==> src/rtl/gray_ptr_sync_multi.sv <==
// gray_ptr_sync_multi: brings CHANNELS gray pointers into the sync_clk
// domain through a STAGES-deep flop chain, then registers the binary
// pointer, its per-cycle advance and a change pulse.
// Optional gray-code checker: define GRAY_PTR_SYNC_CHECK_EN.
// Ports:
//   sync_clk, sync_rst  clock, synchronous active-high reset
//   gray_ptr_in         async gray pointers, channel c at [c*W +: W]
//   err_clear           clears gray_err / err_count (checker builds)
//   sync_gray_ptr       last synchroniser stage (gray)
//   sync_bin_ptr        registered binary pointer
//   ptr_advance         binary advance since previous cycle, mod 2^W
//   ptr_changed         one-cycle pulse per binary change
//   gray_err            sticky per-channel gray violation
//   err_count           saturating count of violating cycles
module gray_ptr_sync_multi #(
    parameter int ADDRESS_BITS = 4,
    parameter int STAGES       = 2,
    parameter int CHANNELS     = 1
) (
    input  logic                                  sync_clk,
    input  logic                                  sync_rst,
    input  logic [CHANNELS*(ADDRESS_BITS+1)-1:0]  gray_ptr_in,
    input  logic                                  err_clear,
    output logic [CHANNELS*(ADDRESS_BITS+1)-1:0]  sync_gray_ptr,
    output logic [CHANNELS*(ADDRESS_BITS+1)-1:0]  sync_bin_ptr,
    output logic [CHANNELS*(ADDRESS_BITS+1)-1:0]  ptr_advance,
    output logic [CHANNELS-1:0]                   ptr_changed,
    output logic [CHANNELS-1:0]                   gray_err,
    output logic [7:0]                            err_count
);

    localparam int W = ADDRESS_BITS + 1;
    localparam int N = CHANNELS * W;

    if (STAGES < 2 || STAGES > 4) begin : g_bad_stages
        $error("gray_ptr_sync_multi: STAGES must be in 2..4");
    end

    if (CHANNELS < 1 || CHANNELS > 8) begin : g_bad_channels
        $error("gray_ptr_sync_multi: CHANNELS must be in 1..8");
    end

    function automatic logic [W-1:0] gray2bin(input logic [W-1:0] g);
        logic [W-1:0] b;
        b        = '0;
        b[W-1]   = g[W-1];
        for (int i = W - 2; i >= 0; i--) begin
            b[i] = b[i+1] ^ g[i];
        end
        return b;
    endfunction

    // Synchroniser chain; stage 0 is the first (metastable) flop.
    logic [N-1:0] chain_q [STAGES];
    logic [N-1:0] last;

    always_ff @(posedge sync_clk) begin
        if (sync_rst) begin
            for (int s = 0; s < STAGES; s++) begin
                chain_q[s] <= '0;
            end
        end else begin
            chain_q[0] <= gray_ptr_in;
            for (int s = 1; s < STAGES; s++) begin
                chain_q[s] <= chain_q[s-1];
            end
        end
    end

    assign last          = chain_q[STAGES-1];
    assign sync_gray_ptr = last;

    // bin_q doubles as the previous binary pointer for advance/change.
    logic [N-1:0]        bin_d;
    logic [N-1:0]        adv_d;
    logic [CHANNELS-1:0] chg_d;
    logic [N-1:0]        bin_q;
    logic [N-1:0]        adv_q;
    logic [CHANNELS-1:0] chg_q;

    always_comb begin
        bin_d = '0;
        adv_d = '0;
        chg_d = '0;
        for (int c = 0; c < CHANNELS; c++) begin
            bin_d[c*W +: W] = gray2bin(last[c*W +: W]);
            adv_d[c*W +: W] = bin_d[c*W +: W] - bin_q[c*W +: W];
            chg_d[c]        = bin_d[c*W +: W] != bin_q[c*W +: W];
        end
    end

    always_ff @(posedge sync_clk) begin
        if (sync_rst) begin
            bin_q <= '0;
            adv_q <= '0;
            chg_q <= '0;
        end else begin
            bin_q <= bin_d;
            adv_q <= adv_d;
            chg_q <= chg_d;
        end
    end

    assign sync_bin_ptr = bin_q;
    assign ptr_advance  = adv_q;
    assign ptr_changed  = chg_q;

`ifdef GRAY_PTR_SYNC_CHECK_EN
    logic [N-1:0]        prev_gray_q;
    logic [CHANNELS-1:0] viol;
    logic [CHANNELS-1:0] err_q;
    logic [7:0]          cnt_q;
    logic [W-1:0]        diff;

    // More than one bit set <=> clearing the lowest set bit leaves a bit.
    always_comb begin
        viol = '0;
        diff = '0;
        for (int c = 0; c < CHANNELS; c++) begin
            diff    = last[c*W +: W] ^ prev_gray_q[c*W +: W];
            viol[c] = (diff & (diff - W'(1))) != '0;
        end
    end

    always_ff @(posedge sync_clk) begin
        if (sync_rst) begin
            prev_gray_q <= '0;
            err_q       <= '0;
            cnt_q       <= '0;
        end else begin
            prev_gray_q <= last;
            if (err_clear) begin
                // A violation seen on the clearing edge survives the clear.
                err_q <= viol;
                cnt_q <= {7'd0, |viol};
            end else begin
                err_q <= err_q | viol;
                if ((|viol) && (cnt_q != 8'hFF)) begin
                    cnt_q <= cnt_q + 8'd1;
                end
            end
        end
    end

    assign gray_err  = err_q;
    assign err_count = cnt_q;
`else
    logic unused_err_clear;

    assign unused_err_clear = err_clear;
    assign gray_err         = '0;
    assign err_count        = 8'd0;
`endif

endmodule

==> config.mk <==
export PLATFORM = sky130hd
export DESIGN_NAME = gray_ptr_sync_multi
export DESIGN_NICKNAME = d
export VERILOG_FILES = /design/src/rtl/gray_ptr_sync_multi.sv
export SDC_FILE = /design/constraint.sdc
export NUM_CORES = 1
export LEC_CHECK = 0
export CORE_MARGIN = 2
export CORE_UTILIZATION = 42
export CTS_CLUSTER_DIAMETER = 80
export DETAILED_ROUTE_END_ITERATION = 12
export PLACE_DENSITY = 0.82
export SYNTH_ARGS = -nofsm -noshare
export SYNTH_HDL_FRONTEND = slang
export SYNTH_SLANG_ARGS = --single-unit
==> constraint.sdc <==
create_clock -name sync_clk -period 2.55 [get_ports sync_clk]
set_input_delay 0.51 -clock sync_clk [delete_from_list [all_inputs] [get_ports sync_clk]]
set_output_delay 0.51 -clock sync_clk [all_outputs]
set_load 0.02 [all_outputs]
==> out/metrics.csv, run 1 <==
metric,value,unit
synth_area_per_cell,10.0,um^2
layout_min_cycle_time,2400,ps
reg2reg_slack,150,ps
drtIter0Drc,6,
relSlewSlack,52.7,%
clock-skew-final,10.0,ps
hold_viol,0,
cts-buffers-inserted,3,
clkTransAtPathRegs,120,ps
max_stage_delay,480,ps
crit_start,chain_q[0][7]$_SDFF_PP0_,
hp-class,flip-flop to flip-flop,
synthToLayoutAreaGrowth,26.9,%
clock.fmax,416,MHz
crit_slowest_cell,xnor3_2,
viasPerCell,4.20,
cts_tree,done,
startpoint_type,flip-flop,
drt_pass1_iterations,4,
grtUsageTotal,10.8,%
antenna_found_initial,0,
grt_pass1_wl,1.97,mm
status,completed,
critPathKind,flip-flop to flip-flop,
yosys.area.top_type,dfxtp_1,
clockBufferDepth,2,
clock_sinks,21,
path_cells,xnor3_2 -> xor2_4 -> xor2_1 -> ha_1 -> fa_2 -> nor2b_2 -> o21ai_1 -> a21oi_1 -> nor3b_1,
gp_congestion,0.855,
worst_pin_slew,708,ps
diodes,0,
maxCapViolations,0,
netlist_area,882,um^2
vdd_ir_drop_max,376,uV
period_share,94.2,%
io_pins,33,
route.detailed.drc,0,
r2r_start,chain_q[0][7]$_SDFF_PP0_,
fillers,180,
crit_family,XOR/XNOR gates,
core_area,1960,um^2
yosys-top-cells-area,"dfxtp_1 48%, buf_4 12%, nor2b_1 11%, ha_1 5.7%, inv_1 3.4%",
ys_seq_area_share,47.7,%
first_global_vias,529,
clockRootBuffer,clkbuf_4,
synth_top_area_share,47.7,%
p_per_area,658,nW/um^2
drive_above_1_share,11.0,%
die_area,2480,um^2
hpwl,936,um
wl,1.24,mm
crit_fanout,4,
clk_latency,300,ps
syn_inst,88,
setup_tns,0,ps
routedWlPerCell,9.10,um
critPathRequiredTime,2710,ps
grt_max_degree,22,
initial_utilization,45.0,%
htree_levels,1,
worstPathArrival,2560,ps
num_vias,571,
dieHeight,49.8,um
synth_seq_cells,21,
synth_cell_types,19,
port-buffer-count,22,
row_count,16,
postRouteAntennaNets,0,
min_delay_worst_endpoint,chain_q[0][9]$_SDFF_PP0_,
fp.dieW,49.8,um
hold_start,chain_q[0][4]$_SDFF_PP0_,
nets,123,
grt_setup_unrepaired,no,
crit_path_end_kind,flip-flop,
r2r_cells,9,
r2r-end,ptr_advance[4]$_SDFF_PP0_,
grt_overflow,0,
yosysWarningCount,0,
path_buf_inv,0,
post-route-util,57.1,%
slew_viol_final,0,
finalSetupViolCount,0,
p_leak,0.000487,uW
holdPathStages,1,
==> worst max-delay path by stage <==
stage / endpoint / slack (ps) / cells past startpoint
after floorplan: ptr_advance[4]$_SDFF_PP0_ / 250 / 9
after global placement: ptr_advance[4]$_SDFF_PP0_ / 150 / 9
after detailed placement: ptr_advance[4]$_SDFF_PP0_ / 100 / 9
after CTS: ptr_advance[4]$_SDFF_PP0_ / 80 / 9
after global routing: ptr_advance[4]$_SDFF_PP0_ / 5 / 9
final: ptr_advance[4]$_SDFF_PP0_ / 150 / 9
==> flip-flops by register name (all words and copies together) (netlist names) <==
| name | count |
|---|---|
| chain_q | 10 |
| ptr_advance | 5 |
| sync_bin_ptr | 5 |
| ptr_changed | 1 |
==> per-layer routing <==
| layer | wire [um] | GRT usage (%) |
|---|---|---|
| met5 | 0 | 0 |
| met4 | 39 | 10.6 |
| met3 | 115 | 4.24 |
| met2 | 639 | 17.1 |
| met1 | 444 | 10.4 |
==> metrics by stage <==
stage | power (uW) | hold slack (ps) | std cells | setup slack, ps | area (um^2)
2_1_floorplan | 516 | 414 | 96 | 245 | 912
3_3_place_gp | 570 | 417 | 131 | 149 | 1070
3_5_place_dp | 579 | 427 | 131 | 104 | 1070
4_1_cts | 734 | 453 | 135 | 83.9 | 1100
5_1_grt | 784 | 464 | 136 | 4.96 | 1120
6_report | 737 | 447 | 136 | 147 | 1120
==> final cells by class <==
cell class	instances	area, um^2	area share, %
Inverter	8	30.0	2.68
Sequential cell	21	420	37.5
Tap cell	27	33.8	3.02
Multi-Input combinational cell	51	365	32.6
Clock inverter	1	5.00	0.447
Clock buffer	3	22.5	2.01
Timing Repair Buffer	25	243	21.7
==> Yosys cell counts (all sizes together) <==
cell and number:
nor2 7, a21oi 2, dfxtp 21, conb 1, clkbuf 2, fa 1, nand4 1, buf 14
inv 8, nor3b 2, nor3 1, o21ai 2, xor2 4, nor2b 15, nand3 2, ha 4
xnor3 1
==> layout by cell type (no fill, tap or decap) <==
cell type        synthesis  layout
nor2_2                   1       1
ha_1                     4       4
clkinv_2                 0       1
nor3_1                   1       1
nor2b_1                 15      14
nor2_1                   6       6
nor2b_2                  0       1
nand4_1                  1       1
buf_4                   14       3
dfxtp_1                 21      21
fa_2                     0       1
o21ai_1                  0       1
nor3b_1                  2       2
a21oi_1                  2       2
clkbuf_4                 0       3
xor2_1                   3       3
xnor3_2                  1       1
nand3_1                  2       2
clkdlybuf4s50_1          0      22
o21ai_0                  2       1
inv_1                    8       8
conb_1                   1       9
xor2_4                   0       1
==> power breakdown <==
group / switching (uW) / internal [uW]
combinational: 113 / 101
sequential: 10.9 / 358
clock: 96.0 / 58.4
total: 220 / 517
==> what timing repair did <==
action	4_1_cts	5_1_grt
hold buffers	0	0
setup endpoints to repair	0	1
setup buffers	0	1
gates resized for setup	0	4
==> cell families (layout without fill, tap and decap cells) <==
logic type | Yosys count | in the layout | share of synthesized area, %
buffers and inverters | 24 | 37 | 16.2
adders and majority gates | 5 | 5 | 7.94
and+or+nand+nor | 28 | 28 | 18.0
DFF | 21 | 21 | 47.7
xor gates and xnor gates | 5 | 5 | 7.52
AOI/OAI and AO/OA | 4 | 4 | 2.27
other | 1 | 9 | 0.425
Power figures use the tool's default switching activity.
==> run 2, diff against run 1 <==
SLEW_MARGIN = 20   (was not set)
==> results of run 2 <==
The final DEF is identical to that of run 1; final timing and power are the same.
==> run 3, diff against run 2 <==
CAP_MARGIN = 20   (was not set)
CTS_CLUSTER_SIZE = 25   (was not set)
==> results of run 3 <==
The final DEF is identical to that of run 1; final timing and power are the same.
==> edit 1 (settings of run 1) <==
Build with the macro `GRAY_PTR_SYNC_CHECK_EN` defined.
--- a/src/rtl/gray_ptr_sync_multi.sv
+++ b/src/rtl/gray_ptr_sync_multi.sv
@@ -12,6 +12,8 @@
 //   ptr_changed         one-cycle pulse per binary change
 //   gray_err            sticky per-channel gray violation
 //   err_count           saturating count of violating cycles
+`define GRAY_PTR_SYNC_CHECK_EN
+
 module gray_ptr_sync_multi #(
     parameter int ADDRESS_BITS = 4,
     parameter int STAGES       = 2,
Function: changed (Yosys sat finds a counterexample within 4 cycles, from zero or initial values and one cycle with sync_rst high).
==> edit 1 against run 1 <==
Global-route usage increased by 4.1 points; wire length grew 120%; clock power rose by 150%; area after synthesis increased by 61%; largest power group unchanged; total power grew 68%; setup slack got worse by 0.069 ns; sequential cell count grew 13; final area increased by 68%.
==> edit 1: results (changes against run 1) <==
Parameter                              Value

Power and ir drop
  Share of total power in sequential cells    47.2% (-2.9 points)
  Power drawn by the clock network    0.000380 W (+150%)
  Switching share of power    27.0% (-2.8 points)
  Leakage power figure    0.703 nW (+44%)
  Clk network pwr share    30.7% (+9.8 points)
  Max VDD drop    0.000358 V (-5.0%)

Synthesis
  Library cells used by synthesis    31 (+12)
  Average cell area after synthesis    9.53 sq um (-4.9%)
  Fraction of the yosys area taken by sequential cells    47.9% (+0.27 points)
  Total number of yosys warnings    0 (unchanged)
  Fraction of synthesis flops using an asynchronous set or reset pin    0% (unchanged)
  Main area contributors after synthesis    sky130_fd_sc_hd__dfxtp_1 (48%), sky130_fd_sc_hd__nor2b_1 (7.5%), sky130_fd_sc_hd__ha_1 (4.4%), sky130_fd_sc_hd__xnor2_1 (3.7%), sky130_fd_sc_hd__xor2_1 (3.7%)
  Dominant register cell in the synthesized netlist    sky130_fd_sc_hd__dfxtp_1
  Number of nets in the synthesized netlist    163
  Most used standard cells in the synthesized netlist    sky130_fd_sc_hd__dfxtp_1 (34), sky130_fd_sc_hd__nor2b_1 (17), sky130_fd_sc_hd__nor2_1 (11)

Min path
  Worst hold path depth    1 (unchanged)
  Hold worst-path end    chain_q[0][8]
  Start point of the worst hold path    chain_q[0][3]
  Worst Hold Class    reg -> reg

Place
  Worst slack at placement    0.0117 ns (-0.0921 ns)
  Detailed placer's ending HPWL    1.98 mm (+110%)
  Count of placed standard cells including taps    220 (+68%)
  Routability Congestion    0.872 (+2.0%)
  I/O Buffers    32 (+45%)

Critical path
  Arrival time at the worst endpoint    2.75 ns (+0.19 ns)
  R2r startpoint    chain_q[0][9]
  Largest fanout on the critical path    4 (unchanged)
  Reg-to-reg endpoint    ptr_advance[4]
  Number of cells on the worst reg-to-reg path    11 (+2)
  Register-to-register setup slack    0.08 ns (-0.07 ns)

Clock network
  TritonCTS buffer count    5 (+2)
  Worst-Skew Late Latency    0.33 ns (+0.03 ns)
  Reg clk slew, reported paths    0.10 ns (-0.02 ns)
  H-Tree Level Count    2 (+1)
  Worst-case clock buffer depth    2 (unchanged)

STA
  Final hold slack    0.447 ns (-0.000845 ns)
  Slew HR    60.5% (+7.8 points)
  Worst Skew    0.0133 ns (+0.00326 ns)
  Final worst-path cycle share    97.0% (+2.7 points)
  Time the final worst path needs with I/O delays and setup    2.47 ns (+0.0695 ns)

Global route
  Initial antenna violation count    0 (unchanged)
  Largest net degree at the start of global routing    24 (+9.1%)
  Overall track demand over capacity in global routing    14.9% (+4.1 points)
  First-pass GRT wire length    4.58 mm (+130%)

Cells and area
  Total Nets Final    198 (+61%)
  Layout cell share with drive strength beyond 1    13.0% (+2.0 points)
  Antenna cells    0 (unchanged)
  Register bank with the most flops    chain_q
  Number of flip-flops under the largest register name    10 (unchanged)

Drt
  Violation count after the first detailed-routing iteration    31 (+25)
  Detailed Route WL    2.76 mm (+120%)
  Average via count per standard cell    4.94 (+18%)
  Total via count after detailed routing    1,141 (+100%)
  TritonRoute pass-1 iters    5 (+1)

Status
  Result of the run    finished clean
edit 1: cell types whose count changed after synthesis, moves of 4 or more:
cell / run 1 / this run
sky130_fd_sc_hd__nand2_1: 0 / 6
sky130_fd_sc_hd__xnor2_1: 0 / 6
sky130_fd_sc_hd__or3_1: 0 / 4
sky130_fd_sc_hd__nor2_1: 6 / 11
sky130_fd_sc_hd__dfxtp_1: 21 / 34
sky130_fd_sc_hd__o31ai_1: 0 / 4
sky130_fd_sc_hd__a21oi_1: 2 / 9
sky130_fd_sc_hd__buf_4: 14 / 6
edit 1: worst max-delay path: stages (launching register included):
cell and delay, ns:
sky130_fd_sc_hd__dfxtp_2 0.36, sky130_fd_sc_hd__xor2_2 0.20, sky130_fd_sc_hd__xnor2_2 0.29, sky130_fd_sc_hd__xor2_2 0.20, sky130_fd_sc_hd__xor2_1 0.25, sky130_fd_sc_hd__ha_2 0.24, sky130_fd_sc_hd__fa_1 0.21, sky130_fd_sc_hd__inv_1 0.05
sky130_fd_sc_hd__a21o_1 0.17, sky130_fd_sc_hd__a21oi_1 0.17, sky130_fd_sc_hd__xnor2_1 0.13, sky130_fd_sc_hd__nor2b_1 0.14
edit 1: kinds of logic (layout without fill, tap and decap cells):
logic type                 after synthesis  count (layout)  share of synthesized area, %
and+or+nand+nor                         53              53                          20.0
DFF                                     34              34                          47.9
AOI/OAI and AO/OA                       26              26                          12.0
buffers and inverters                   18              54                          6.87
xor gates and xnor gates                12              12                          7.40
adders and majority gates                6               6                          5.82
edit 1: per-stage QoR:
step | instance area (sq um) | setup TNS (ns)
6_report | 1880 | 0
5_1_grt | 1880 | -0.0989
4_1_cts | 1840 | 0
3_5_place_dp | 1750 | 0
3_3_place_gp | 1750 | 0
2_1_floorplan | 1420 | 0
edit 1: layout make-up:
class	instances	area [sq um]
fill	304	1400
sequential	34	683
multi-input combinational	97	667
timing repair buffer	38	365
tap	46	57.6
clock inverter	3	40.0
clock buffer	5	37.5
inverter	8	30.0
edit 1: worst max path at each step:
stage	startpoint	to	slack (ns)	depth (start not counted)
global placement	chain_q[0][9]	ptr_advance[4]	0.18	11
CTS	chain_q[0][9]	ptr_advance[4]	0.02	11
global route	chain_q[0][9]	ptr_advance[4]	-0.1	11
finish	chain_q[0][9]	ptr_advance[4]	0.08	11
detailed placement	chain_q[0][9]	ptr_advance[4]	0.01	11
floorplan	chain_q[0][8]	ptr_advance[4]	0.08	11
edit 1: metal layers:
layer  routed length [um]  track usage (%)  vias up
met5                    0                0        -
met1                 1180             16.0      533
li1                     -                -      567
met4                   40             7.50        0
met2                 1370             25.0       35
met3                  168             6.34        6
edit 1: what timing repair did:
action	4_1_cts	5_1_grt
pin swaps	0	4
resized for setup	1	5
endpoints found under the setup margin	1	1
setup buffers	0	3
==> edit 2 (config.mk and constraints of run 1) <==
Made on the original files. Put a register stage on the output `sync_gray_ptr`. The value now appears one clock later. The other outputs are not delayed to match.
--- a/src/rtl/gray_ptr_sync_multi.sv
+++ b/src/rtl/gray_ptr_sync_multi.sv
@@ -68,7 +68,9 @@
     end
 
     assign last          = chain_q[STAGES-1];
-    assign sync_gray_ptr = last;
+    always_ff @(posedge sync_clk) begin
+        sync_gray_ptr <= last;
+    end
 
     // bin_q doubles as the previous binary pointer for advance/change.
     logic [N-1:0]        bin_d;
Formal check against the unedited RTL: not equivalent (Yosys sat finds a counterexample within 4 cycles, from zero or initial values and one cycle with sync_rst high).
==> edit 2 against run 1 <==
Critical endpoint unchanged; via count grew 7.5%; setup slack got worse by 0.0013 ns; area after synthesis is 7.1% higher; final area increased by 12%; sequential cell count rose by 5; highest routed layer unchanged; clock skew is 0.0047 ns lower; wire length up 8.3%; total power is 28% higher.
==> edit 2: results (changes against run 1) <==
Parameter                              Value

Power and ir drop
  Leakage power figure    0.543 nW (+11%)
  Max VDD drop    0.000481 V (+28%)

Status
  Result of the run    finished clean

Synthesis
  Fraction of the yosys area taken by sequential cells    55.1% (+7.4 points)
  Cell area after synthesis    945 sq um (+7.1%)
  Synthesized instance count    88 (unchanged)
  Most used standard cells in the synthesized netlist    sky130_fd_sc_hd__dfxtp_1 (26), sky130_fd_sc_hd__nor2b_1 (15), sky130_fd_sc_hd__buf_4 (9)
  Main area contributors after synthesis    sky130_fd_sc_hd__dfxtp_1 (55%), sky130_fd_sc_hd__nor2b_1 (9.9%), sky130_fd_sc_hd__buf_4 (7.2%), sky130_fd_sc_hd__ha_1 (5.3%), sky130_fd_sc_hd__inv_1 (3.2%)

Cells and area
  Layout cell share with drive strength beyond 1    12.3% (+1.3 points)
  Total Nets Final    128 (+4.1%)
  Number of cells in the finished layout apart from fillers    142 (+4.4%)

Drt
  Violation count after the first detailed-routing iteration    5 (-1)
  Average via count per standard cell    4.32 (+3.0%)
  Detailed Route WL    1.34 mm (+8.3%)

Global route
  Vias in the first global route    520 (-1.7%)
  Overall track demand over capacity in global routing    10.7% (-0.11 points)
  First-pass GRT wire length    2.04 mm (+3.5%)

Critical path
  Largest fanout on the critical path    3 (-1)
  Critical path's top delay family    XOR/XNOR gates
  Arrival time at the worst endpoint    2.59 ns (+0.03 ns)

Min path
  Worst Hold Class    reg -> reg

STA
  Slew @ Worst Pin    0.731 ns (+0.0233 ns)
  Worst Skew    0.00526 ns (-0.00473 ns)

Place
  Routability Congestion    0.798 (-6.7%)
  Detailed placer's ending HPWL    990 um (+5.8%)

Clock network
  H-Tree Level Count    1 (unchanged)
  Clock Root Buffer    sky130_fd_sc_hd__clkbuf_4
## edit 2: changes by cell type after synthesis, sizes merged
cell	change
dfxtp	+5
buf	-5
## edit 2: report_power, final
group,internal [W],switching [W]
clock network,0.000159,0.000113
logic,0.000105,0.000114
registers,0.000440,0.0000120
total,0.000703,0.000240
## edit 2: per-stage QoR
| step | setup TNS, ns | hold WS [ns] |
|---|---|---|
| 2_1_floorplan | 0 | 0.341 |
| 3_3_place_gp | 0 | 0.346 |
| 3_5_place_dp | -0.0367 | 0.355 |
| 4_1_cts | 0 | 0.373 |
| 5_1_grt | 0 | 0.384 |
| 6_report | 0 | 0.370 |
## edit 2: per-layer routing
metal  wire (um)  global-route usage (%)
met5           0                       0
met4          38                    7.89
met3         103                    2.63
met2         725                    19.7
met1         473                    9.96
## edit 2: timing repair
item / CTS / global route
endpoints found under the setup margin: 1 / 1
pin swaps: 0 / 2
setup buffers: 0 / 2
gates resized for setup: 1 / 5
## edit 2: cell type report
cell class              count  area (sq um)
repair buffers             25           243
flip-flops and latches     26           522
multi-input cells          51           372
well taps                  28          35.0
clock buffers               3          22.5
fillers                   208           916
clock inverters             1          30.0
inverters                   8          30.0
## edit 2: worst paths after layout
check | startpoint | end | slack (ns) | cells after the start
min | chain_q[0][7] | sync_gray_ptr[2] | 0.37 | 0
max reg2reg | chain_q[0][7] | ptr_advance[4] | 0.15 | 9
min reg2reg | chain_q[0][7] | sync_gray_ptr[2] | 0.37 | 0
max | chain_q[0][7] | ptr_advance[4] | 0.15 | 9
## edit 2: logic make-up after synthesis
kind of cell,Yosys count,share of synthesized area [%]
simple gates,28,16.8
flops,26,55.1
buf+inv,19,11.1
xor+xnor,5,7.02
fa+ha+maj,5,7.42
compound gates,4,2.12
other cells,1,0.397
